==> config.mk <==
export PLATFORM = sky130hd
export DESIGN_NAME = vga_timing_gen_flat
export DESIGN_NICKNAME = d
export VERILOG_FILES = /design/src/rtl/vga_pkg.sv /design/src/rtl/vga_timing_gen_if.sv /design/src/rtl/vga_delay_line.sv /design/src/rtl/vga_timing_gen.sv /design/src/flat_wrapper.sv
export SDC_FILE = /design/constraint.sdc
export NUM_CORES = 1
export LEC_CHECK = 0
export BUFFER_PORTS_ARGS = -buffer_cell sky130_fd_sc_hd__buf_2
export CAP_MARGIN = 20
export CORE_MARGIN = 2
export CORE_UTILIZATION = 53
export DETAILED_ROUTE_END_ITERATION = 12
export PLACE_DENSITY = 0.81
export SYNTH_ARGS = -nofsm -noshare
export SYNTH_HDL_FRONTEND = slang
export SYNTH_HIERARCHICAL = 1
export SYNTH_SLANG_ARGS = --single-unit
==> constraint.sdc <==
create_clock -name clk25MHz -period 1.9 [get_ports clk25MHz]
set_input_delay 0.38 -clock clk25MHz [delete_from_list [all_inputs] [get_ports clk25MHz]]
set_output_delay 0.38 -clock clk25MHz [all_outputs]
set_load 0.05 [all_outputs]
==> src/rtl/vga_pkg.sv <==
// Shared VGA timing constants (640x480@60 defaults), the decoded-sync bundle and a
// constant-time clog2 helper used to size the position counters.
package vga_pkg;

  localparam int VGA_H_ACTIVE = 640;
  localparam int VGA_H_FP     = 16;
  localparam int VGA_H_SYNC   = 96;
  localparam int VGA_H_BP     = 48;
  localparam int VGA_V_ACTIVE = 480;
  localparam int VGA_V_FP     = 10;
  localparam int VGA_V_SYNC   = 2;
  localparam int VGA_V_BP     = 33;

  typedef struct packed {
    logic hsync;
    logic vsync;
    logic de;
    logic line_start;
    logic frame_start;
  } vga_sync_t;

  function automatic int clog2(input int value);
    int res;
    int v;
    res = 0;
    v   = value - 1;
    while (v > 0) begin
      res++;
      v = v >> 1;
    end
    return res;
  endfunction

endpackage

==> src/rtl/vga_timing_gen_if.sv <==
// Timing generator bundle: enable in, raw counters and delayed sync/enable strobes out.
interface vga_timing_gen_if #(
  parameter int CW_H = 10,
  parameter int CW_V = 10
) ();

  logic            enable;
  logic [CW_H-1:0] counterX;
  logic [CW_V-1:0] counterY;
  logic            hsync;
  logic            vsync;
  logic            inDisplayArea;
  logic            line_start;
  logic            frame_start;

  modport master (
    output enable,
    input  counterX, counterY, hsync, vsync, inDisplayArea, line_start, frame_start
  );

  modport slave (
    input  enable,
    output counterX, counterY, hsync, vsync, inDisplayArea, line_start, frame_start
  );

endinterface

==> src/rtl/vga_delay_line.sv <==
// Enable-gated shift register; DEPTH 0 collapses to a plain wire.
module vga_delay_line #(
  parameter int WIDTH = 1,
  parameter int DEPTH = 0
) (
  input  logic             clk,
  input  logic             rst,
  input  logic             enable,
  input  logic [WIDTH-1:0] din,
  output logic [WIDTH-1:0] dout
);

  generate
    if (DEPTH == 0) begin : g_wire
      logic unused_ctrl;
      assign unused_ctrl = ^{clk, rst, enable};
      assign dout = din;
    end else begin : g_regs
      logic [WIDTH-1:0] stage [DEPTH];

      always_ff @(posedge clk or posedge rst) begin
        if (rst) begin
          for (int i = 0; i < DEPTH; i++) stage[i] <= '0;
        end else if (enable) begin
          stage[0] <= din;
          for (int i = 1; i < DEPTH; i++) stage[i] <= stage[i-1];
        end
      end

      assign dout = stage[DEPTH-1];
    end
  endgenerate

endmodule

==> src/rtl/vga_timing_gen.sv <==
// VGA raster timing: free-running X/Y counters, one decode register, optional delay line,
// polarity applied last so reset leaves both syncs at their inactive level.
module vga_timing_gen
  import vga_pkg::*;
#(
  parameter int H_ACTIVE   = VGA_H_ACTIVE,
  parameter int H_FP       = VGA_H_FP,
  parameter int H_SYNC     = VGA_H_SYNC,
  parameter int H_BP       = VGA_H_BP,
  parameter int V_ACTIVE   = VGA_V_ACTIVE,
  parameter int V_FP       = VGA_V_FP,
  parameter int V_SYNC     = VGA_V_SYNC,
  parameter int V_BP       = VGA_V_BP,
  parameter bit HSYNC_POL  = 1'b0,
  parameter bit VSYNC_POL  = 1'b0,
  parameter int PIPE_DELAY = 0
) (
  input  logic           clk25MHz,
  input  logic           reset,
  vga_timing_gen_if.slave vga
);

  localparam int H_TOTAL = H_ACTIVE + H_FP + H_SYNC + H_BP;
  localparam int V_TOTAL = V_ACTIVE + V_FP + V_SYNC + V_BP;
  localparam int CW_H    = clog2(H_TOTAL);
  localparam int CW_V    = clog2(V_TOTAL);

  localparam logic [CW_H-1:0] H_LAST   = CW_H'(H_TOTAL - 1);
  localparam logic [CW_H-1:0] H_ACT    = CW_H'(H_ACTIVE);
  localparam logic [CW_H-1:0] HS_FIRST = CW_H'(H_ACTIVE + H_FP);
  localparam logic [CW_H-1:0] HS_LAST  = CW_H'(H_ACTIVE + H_FP + H_SYNC - 1);
  localparam logic [CW_V-1:0] V_LAST   = CW_V'(V_TOTAL - 1);
  localparam logic [CW_V-1:0] V_ACT    = CW_V'(V_ACTIVE);
  localparam logic [CW_V-1:0] VS_FIRST = CW_V'(V_ACTIVE + V_FP);
  localparam logic [CW_V-1:0] VS_LAST  = CW_V'(V_ACTIVE + V_FP + V_SYNC - 1);

  generate
    if (H_ACTIVE < 1 || H_FP < 1 || H_SYNC < 1 || H_BP < 1 ||
        V_ACTIVE < 1 || V_FP < 1 || V_SYNC < 1 || V_BP < 1 ||
        PIPE_DELAY < 0 || PIPE_DELAY > 7) begin : g_bad_params
      $error("vga_timing_gen: timing parameters must be non-zero and PIPE_DELAY 0..7");
    end
  endgenerate

  logic [CW_H-1:0] counter_x;
  logic [CW_V-1:0] counter_y;
  vga_sync_t       raw;
  vga_sync_t       dec_q;
  vga_sync_t       dly;

  always_ff @(posedge clk25MHz or posedge reset) begin
    if (reset) begin
      counter_x <= '0;
      counter_y <= '0;
    end else if (vga.enable) begin
      if (counter_x == H_LAST) begin
        counter_x <= '0;
        counter_y <= (counter_y == V_LAST) ? '0 : counter_y + 1'b1;
      end else begin
        counter_x <= counter_x + 1'b1;
      end
    end
  end

  always_comb begin
    raw             = '0;
    raw.hsync       = (counter_x >= HS_FIRST) && (counter_x <= HS_LAST);
    raw.vsync       = (counter_y >= VS_FIRST) && (counter_y <= VS_LAST);
    raw.de          = (counter_x < H_ACT) && (counter_y < V_ACT);
    raw.line_start  = (counter_x == '0);
    raw.frame_start = (counter_x == '0) && (counter_y == '0);
  end

  // Decode register adds the fixed one-clock lag; the delay line adds PIPE_DELAY more.
  always_ff @(posedge clk25MHz or posedge reset) begin
    if (reset)           dec_q <= '0;
    else if (vga.enable) dec_q <= raw;
  end

  vga_delay_line #(
    .WIDTH($bits(vga_sync_t)),
    .DEPTH(PIPE_DELAY)
  ) u_delay (
    .clk    (clk25MHz),
    .rst    (reset),
    .enable (vga.enable),
    .din    (dec_q),
    .dout   (dly)
  );

  assign vga.counterX      = counter_x;
  assign vga.counterY      = counter_y;
  assign vga.hsync         = dly.hsync ~^ HSYNC_POL;
  assign vga.vsync         = dly.vsync ~^ VSYNC_POL;
  assign vga.inDisplayArea = dly.de;
  assign vga.line_start    = dly.line_start;
  assign vga.frame_start   = dly.frame_start;

endmodule

==> src/flat_wrapper.sv <==
// flat-port wrapper written by rule: the top's interface ports become plain ports
module vga_timing_gen_flat import vga_pkg::*;
#(
  parameter int H_ACTIVE   = VGA_H_ACTIVE,
  parameter int H_FP       = VGA_H_FP,
  parameter int H_SYNC     = VGA_H_SYNC,
  parameter int H_BP       = VGA_H_BP,
  parameter int V_ACTIVE   = VGA_V_ACTIVE,
  parameter int V_FP       = VGA_V_FP,
  parameter int V_SYNC     = VGA_V_SYNC,
  parameter int V_BP       = VGA_V_BP,
  parameter bit HSYNC_POL  = 1'b0,
  parameter bit VSYNC_POL  = 1'b0,
  parameter int PIPE_DELAY = 0
)
  (clk25MHz, reset, vga_enable, vga_counterX, vga_counterY, vga_hsync, vga_vsync, vga_inDisplayArea, vga_line_start, vga_frame_start);
  vga_timing_gen_if #(.CW_H(10), .CW_V(10)) vga_i ();
  input  logic clk25MHz;
  input  logic reset;
  input wire logic [$bits(vga_i.enable)-1:0] vga_enable;
  output wire logic [$bits(vga_i.counterX)-1:0] vga_counterX;
  output wire logic [$bits(vga_i.counterY)-1:0] vga_counterY;
  output wire logic [$bits(vga_i.hsync)-1:0] vga_hsync;
  output wire logic [$bits(vga_i.vsync)-1:0] vga_vsync;
  output wire logic [$bits(vga_i.inDisplayArea)-1:0] vga_inDisplayArea;
  output wire logic [$bits(vga_i.line_start)-1:0] vga_line_start;
  output wire logic [$bits(vga_i.frame_start)-1:0] vga_frame_start;
  assign vga_i.enable = vga_enable;
  assign vga_counterX = vga_i.counterX;
  assign vga_counterY = vga_i.counterY;
  assign vga_hsync = vga_i.hsync;
  assign vga_vsync = vga_i.vsync;
  assign vga_inDisplayArea = vga_i.inDisplayArea;
  assign vga_line_start = vga_i.line_start;
  assign vga_frame_start = vga_i.frame_start;
  vga_timing_gen #(.H_ACTIVE(H_ACTIVE), .H_FP(H_FP), .H_SYNC(H_SYNC), .H_BP(H_BP), .V_ACTIVE(V_ACTIVE), .V_FP(V_FP), .V_SYNC(V_SYNC), .V_BP(V_BP), .HSYNC_POL(HSYNC_POL), .VSYNC_POL(VSYNC_POL), .PIPE_DELAY(PIPE_DELAY)) u_core (.clk25MHz(clk25MHz), .reset(reset), .vga(vga_i));
endmodule
# Yosys cells after proc, flatten, opt, wreduce, memory -nomap -nowiden
# Cells that the tools add are included.
[word_totals]
register_bits = 25
input_bits = 3
output_inout_bits = 25
word_cells = 28
[classes]
n_addsub = 2
magnitude_cmp = 6
eq_ne = 2
n_mux = 2
bitwise = 2
reduce_logical = 7
[ops]
columns = ["op", "n"]
rows = [
  ["$add A10 B1 Y10 const B", 2],
  ["$eq A10 B10 Y1 const B", 2],
  ["$logic_not A10 Y1", 2],
  ["$mux W10", 2],
  ["$ge A10 B10 Y1 const B", 1],
  ["$ge A10 B9 Y1 const B", 1],
  ["$le A10 B10 Y1 const B", 1],
  ["$le A10 B9 Y1 const B", 1],
  ["$lt A10 B10 Y1 const B", 1],
  ["$lt A10 B9 Y1 const B", 1],
  ["$logic_and A1 B1 Y1", 4],
  ["$not A1 Y1", 2],
  ["$reduce_and A2 Y1", 1],
]

# Logic depth before layout (Yosys ltp)
# Gate-level depths: netlist (run 1).
[logic_depth]
word_depth = 2
mapped_depth = 6

# Cells and area by module
# Netlist (run 1), hierarchy kept.
[by_module_without_submodules]
columns = ["module", "n_inst", "cells_per_inst", "area_each_um2", "seq_area_each_um2"]
rows = [
  ["vga_timing_gen", 1, 142, 1340.0, 625.6],
  ["vga_delay_line", 1, 5, 37.5, 0.0],
]

# Worst setup path after synthesis (run 1)
# OpenSTA, ideal clock, no wires.
[synth_timing]
path_kind = "register to register"
startpoint = "reg u_core.counter_x[4] (netlist: u_core/vga.counterX[4])"
endpoint = "reg u_core.counter_y[9] (netlist: u_core/vga.counterY[9])"
setup_time_ps = 77
arrival_ps = 2058
setup_slack_ps = -236
path_stages_with_launch = 6
synth_period_minus_slack_ps = 2136
path_cell_list = "dfrtp_1 clkbuf_2 nand4b_2 or4_4 or3_1 a21oi_1"
[synth_between]
elab_chain_len = 2
[synth_lines]
columns = ["element", "line_no", "text"]
rows = [
  ["start, declared", "vga_timing_gen.sv:45", "logic [CW_H-1:0] counter_x;"],
  ["start signal, assigned", "vga_timing_gen.sv:60", "counter_x <= counter_x + 1'b1;"],
  ["$eq A10 B10 Y1", "vga_timing_gen.sv:56", "if (counter_x == H_LAST) begin"],
  ["$reduce_and A2 Y1 (no line)", "--", ""],
  ["end signal, assigned", "vga_timing_gen.sv:58", "counter_y <= (counter_y == V_LAST) ? '0 : counter_y + 1'b1;"],
  ["end, declared", "vga_timing_gen.sv:46", "logic [CW_V-1:0] counter_y;"],
]
# No other way between the ends.
# A chain may end at the register's enable or synchronous reset.

# Worst setup path after layout (run 1)
[layout_timing]
startpoint = "reg u_core.counter_x[7] (netlist: u_core/vga.counterX[7])"
endpoint = "reg u_core.counter_y[9] (netlist: u_core/vga.counterY[9])"
# Same word-level chain as after synthesis.

==> results of run 1 <==
metal layers:
layer	share of wire [%]	global-route usage, %	vias up
met1	42	30.7	579
met3	6.1	2.42	6
li1	-	-	579
met2	50	38.7	42
met4	2.0	11.4	0
met5	0	0	-
layout by cell type, fill, tap and decap left out, drive strengths merged, types with 2 or more instances in the layout:
| cell type | n |
|---|---|
| a21oi | 3 |
| and3 | 4 |
| and4 | 2 |
| buf | 35 |
| clkbuf | 4 |
| dfrtp | 25 |
| ha | 5 |
| inv | 15 |
| mux2i | 2 |
| nand2 | 13 |
| nand3 | 7 |
| nand4 | 8 |
| nand4b | 2 |
| nor2 | 10 |
| nor4 | 3 |
| nor4b | 2 |
| o21ai | 11 |
| o22ai | 4 |
| xnor2 | 8 |
| xor2 | 2 |
metrics by stage:
| stage | instances | area (um2) | power, mW |
|---|---|---|---|
| finish | 209 | 1630 | 1.36 |
| global route | 209 | 1630 | 1.44 |
| CTS | 209 | 1630 | 1.37 |
| detailed placement | 205 | 1600 | 1.13 |
| global placement | 205 | 1600 | 1.12 |
| floorplan | 147 | 1430 | 1.03 |
layout make-up:
cell class / instances / area, um2
fillers: 208 / 848
multi-input cells: 100 / 676
flip-flops and latches: 25 / 638
repair buffers: 35 / 195
inverters: 15 / 56.3
well taps: 30 / 37.5
clock buffers: 4 / 26.3
logic make-up (layout without fill, tap and decap cells):
| logic type | after synthesis | after routing | synth area share (%) |
|---|---|---|---|
| DFF | 25 | 25 | 45.4 |
| xor gates and xnor gates | 10 | 10 | 6.36 |
| buffers and inverters | 22 | 54 | 7.45 |
| adders and majority gates | 5 | 5 | 4.54 |
| and+or+nand+nor | 60 | 60 | 25.0 |
| AOI/OAI and AO/OA | 23 | 23 | 9.81 |
| muxes | 2 | 2 | 1.45 |
how the worst min path moves through the flow:
stage                      from                     end  slack, ps  depth (start not counted)
after floorplan           reset         u_core/dec_q[0]        410                          1
after global placement    reset  u_core/vga.counterY[3]        410                          2
after detailed placement  reset  u_core/vga.counterY[3]        410                          2
after CTS                 reset  u_core/vga.counterX[8]         40                          2
after global routing      reset  u_core/vga.counterX[8]         30                          2
final                     reset  u_core/vga.counterX[8]         40                          2
power breakdown:
| part | total, mW | internal (mW) | switching [mW] |
|---|---|---|---|
| registers | 0.681 | 0.595 | 0.0856 |
| clock network | 0.240 | 0.0823 | 0.157 |
| logic | 0.435 | 0.124 | 0.311 |
state kept, by name, indices dropped and copies added, names as in the netlist:
signal / cells
u_core/vga.counterY: 10
u_core/vga.counterX: 10
u_core/dec_q: 5
worst max-delay path: stages, from the launching register on:
cell     delay (ps)
dfrtp_2         460
or2_4           260
or4_4           550
or3_1           310
a21oi_1         120
==> flow_summary_export.csv, run 1 <==
group,metric,value,unit
power_and_ir_drop,p_per_area,832,mW/mm2
worst_hold_path,hold_path_class,"primary input to async pin",
sta,hold_ws,36.2,ps
logic_synthesis,ys_ff_latch,25,
sta,rsz0062_at_grt,"no",
die,core_region_area,0.00248,mm2
placed_design,portBuffers,27,
clock_tree,clockBufferDepth,2,
sta,period_share,92.6,%
flow_run,cap_violations,0,
critical_path,crit_fanout,6,
logic_synthesis,synth_area_leader_cell,"dfrtp_1",
critical_path,worstSetupStartpointType,"flip-flop",
logic_synthesis,ys_seq_area_share,45.4,%
logic_synthesis,synth_cell_types,36,
die,die_h,55.0,um
grt,grt_usage,23.5,%
critical_path,crit_path_end,"u_core/vga.counterY[9]",
logic_synthesis,avgSynthCellArea,9.37,um2
drt,routedWlPerCell,14.9,um
grt,antenna_found_initial,0,
logic_synthesis,synth_area_leaders,"dfrtp_1 45%, xnor2_1 5.1%, ha_1 4.5%",
critical_path,crit_type,"flip-flop to flip-flop",
logic_synthesis,synth_area,0.00138,mm2
grt,grt_pass1_wl,4930,um
clock_tree,ctsResizeCount,0,
grt,grt.overflow.total,0,
sta,slew_violations,0,
power_and_ir_drop,leakage,0.797,nW
drt,via_per_inst,5.77,
critical_path,reg2reg_slack,140,ps
logic_synthesis,synth_common_cells,"25 x dfrtp_1, 15 x inv_1, 13 x nand2_1",
grt,grt_pass1_vias,1106,
logic_synthesis,yosysMostFrequentCell,"dfrtp_1",
critical_path,r2r_start,"u_core/vga.counterX[7]",
sta,hold_violations,0,
critical_path,critPathRequiredTime,2170,ps
finish,postLayoutCoreUtil,65.8,%
sta,max_freq,0.569,GHz
sta,tightestPinTransition,469,ps
finish,syn_to_final_growth,18.3,%
placed_design,gp_congestion,0.862,
finish,drive_gt1_share,29.6,%
clock_tree,cts.sinks,25,
sta,finalSetupViolations,0,
clock_tree,root_buffer,"clkbuf_4",
logic_synthesis,yosys.area.top_type_share,45.4,%
power_and_ir_drop,irDropWorstVdd,0.000905,V
critical_path,end_kind,"flip-flop",
clock_tree,post_cts.repair.setup_buffers,0,
sta,setup_tns,0,ps
clock_tree,clk_pin_slew,140,ps
placed_design,hpwl,2360,um
critical_path,worst_ep_arrival_time,2020,ps
clock_tree,cts_buffers,3,
drt,first_pass_iters,4,
die,rows,18,
clock_tree,holdBufCountCts,0,
logic_synthesis,synthCells,147,
logic_synthesis,synthFlopType,"dfrtp_1",
drt,vias,1206,
sta,finalWorstPathRequiredPeriod,1760,ps
placed_design,dpl_worst_slack,175,ps
die,initial_core_util,55.6,%
critical_path,reg2regPathDepth,4,
drt,drt-initial-drc-count,22,
status,status,"finished clean",
logic_synthesis,synth_edf_count,0,
sta,setup_ws,141,ps
clock_tree,clkLatencyLatePin,320,ps
logic_synthesis,synth_nets,155,
sta,relSlewSlack,68.7,%
sta,fin_skew,10.6,ps
die,io_pins,28,
die,die-width,55.0,um
clock_tree,cts_tree,"yes",
drt,drt_wl_total,3110,um
logic_synthesis,async_flop_share,100,%
finish,antennaDiodeCount,0,
logic_synthesis,yosysWarningCount,6,
drt,drtAntennaViolNets,0,
clock_tree,htreeDepth,1,
drt,drcViolationCount,0,
critical_path,critPathLaunch,"u_core/vga.counterX[7]",
finish,fin_nets,188,
die,dieArea,0.00302,mm2
grt,grt_max_degree,16,
critical_path,timing.rr.end,"u_core/vga.counterY[9]",
(Power assumes the default switching activity.)
==> inputs of run 2 (changes only) <==
--- a/config.mk
+++ b/config.mk
@@ -8,9 +8,10 @@
 export BUFFER_PORTS_ARGS = -buffer_cell sky130_fd_sc_hd__buf_2
 export CAP_MARGIN = 20
 export CORE_MARGIN = 2
-export CORE_UTILIZATION = 53
+export CORE_UTILIZATION = 40
 export DETAILED_ROUTE_END_ITERATION = 12
-export PLACE_DENSITY = 0.81
+export PLACE_DENSITY = 0.65
+export REMOVE_ABC_BUFFERS = 1
 export SYNTH_ARGS = -nofsm -noshare
 export SYNTH_HDL_FRONTEND = slang
 export SYNTH_HIERARCHICAL = 1
==> flow_summary_export.csv, run 2 (same netlist as run 1, synthesis figures left out) <==
group,metric,value,unit
die,dieArea,0.00393,mm2
finish,syn_to_final_growth,20.0,%
worst_hold_path,hold_path_class,"primary input to async pin",
grt,grt_use_met2,27.4,%
die,io_pins,28,
placed_design,gp_congestion,0.881,
sta,relSlewSlack,73.1,%
critical_path,crit_fanout,4,
placed_design,placedCellCount,225,
clock_tree,clockBufferDepth,2,
critical_path,worstSetupStartpointType,"flip-flop",
drt,routedWlPerCell,13.6,um
clock_tree,cts_tree,"yes",
finish,nFillCells,334,
die,core_region_area,0.00331,mm2
drt,drt-initial-drc-count,65,
sta,hold_violations,0,
sta,period_share,94.1,%
sta,tightestPinTransition,399,ps
clock_tree,root_buffer,"clkbuf_4",
drt,drtAntennaViolNets,0,
finish,fin_nets,193,
sta,finalWorstPathRequiredPeriod,1790,ps
drt,drt_wl_total,3130,um
grt,grt_pass1_vias,1131,
drt,first_pass_iters,5,
grt,grt-busiest-layer,"met2",
grt,antenna_found_initial,0,
clock_tree,clkLatencyLatePin,310,ps
power_and_ir_drop,leakage,0.815,nW
power_and_ir_drop,irDropWorstVdd,0.000598,V
finish,antennaDiodeCount,0,
die,rows,21,
finish,register_area,626,um2
finish,mostFrequentLayoutCell,"buf_2",
sta,fin_skew,7.26,ps
drt,via_per_inst,5.24,
die,initial_core_util,41.6,%
sta,slew_violations,0,
finish,finalNonFillerCells,230,
power_and_ir_drop,p_total,1.36,mW
grt,grt.overflow.total,0,
die,die_h,62.7,um
clock_tree,cts_buffers,3,
finish,layout_common_cells,"27 x buf_2, 25 x dfrtp_1, 15 x inv_1",
grt,grtUsageMet3,2.88,%
grt,grt_max_degree,26,
drt,vias,1206,
critical_path,crit_type,"flip-flop to flip-flop",
power_and_ir_drop,p_per_area,821,mW/mm2
clock_tree,htreeDepth,1,
clock_tree,clk_pin_slew,130,ps
finish,drive_gt1_share,25.5,%
drt,drcViolationCount,0,
critical_path,end_kind,"flip-flop",
status,status,"finished clean",
flow_run,cap_violations,0,
placed_design,portBuffers,27,
sta,rsz0062_at_grt,"no",
grt,grt_pass1_wl,5290,um
sta,finalSetupViolations,0,
critical_path,critPathRequiredTime,2150,ps
finish,multi_input_area,654,um2
die,die-width,62.7,um
critical_path,worst_ep_arrival_time,2030,ps
placed_design,hpwl,2310,um
sta,max_freq,0.560,GHz
grt,grtUsageMet1,22.6,%
sta,hold_ws,90.6,ps
clock_tree,cts.sinks,25,
grt,grt_usage,17.0,%
[run 2: cell types whose count changed in the layout (fill, tap and decap cells not counted), sizes merged]
cell	change
buf	+5
[run 2: through the flow]
stage                     setup WS, ps  area (um2)  utilization (%)  setup TNS (ps)
final                              113        1650             49.9               0
after global routing              42.3        1650             49.9               0
after CTS                          108        1640             49.5               0
after detailed placement           139        1610             48.8               0
after global placement             188        1610             48.8               0
after floorplan                   -221        1330                -            -969
[run 2: cell type report]
| cell class | count | share of cell area [%] |
|---|---|---|
| Inverter | 15 | 3.41 |
| Tap cell | 46 | 3.48 |
| Timing Repair Buffer | 40 | 14.1 |
| Sequential cell | 25 | 37.9 |
| Multi-Input combinational cell | 100 | 39.6 |
| Clock buffer | 4 | 1.59 |
[run 2: worst paths after layout]
| check | from | end | slack (ps) | cells after the start |
|---|---|---|---|---|
| max | u_core/vga.counterX[6] | u_core/vga.counterY[9] | 110 | 4 |
| min | reset | u_core/vga.counterX[7] | 90 | 3 |
| max reg2reg | u_core/vga.counterX[6] | u_core/vga.counterY[9] | 110 | 4 |
| min reg2reg | u_core/dec_q[0] | u_core/dec_q[0] | 530 | 2 |
| max in group asynchronous | reset | u_core/vga.counterY[9] | 1570 | 3 |
| min in group clk25MHz | vga_enable | u_core/vga.counterX[0] | 470 | 3 |
[run 2: power breakdown]
part	leakage (nW)	internal [mW]	switching [mW]
Clock	0.0150	0.0820	0.152
Sequential	0.320	0.585	0.0577
Combinational	0.480	0.143	0.337
Total	0.815	0.810	0.547
[run 2: worst max-delay path, cell delays in order, from the launching register on]
cell and delay [ps]:
dfrtp_1 400, nand4b_2 250, or4_4 580, or3_1 350, a21oi_1 140
[run 2: routing by layer]
metal	wire length, um	up-vias
li1	-	589
met4	26	0
met5	0	-
met2	1480	41
met1	1460	572
met3	162	4
[run 2: repair_timing]
| action | CTS | global route |
|---|---|---|
| endpoints found under the setup margin | 0 | 1 |
| resized for setup | 0 | 1 |
| setup buffers | 0 | 1 |
| hold buffers | 0 | 0 |
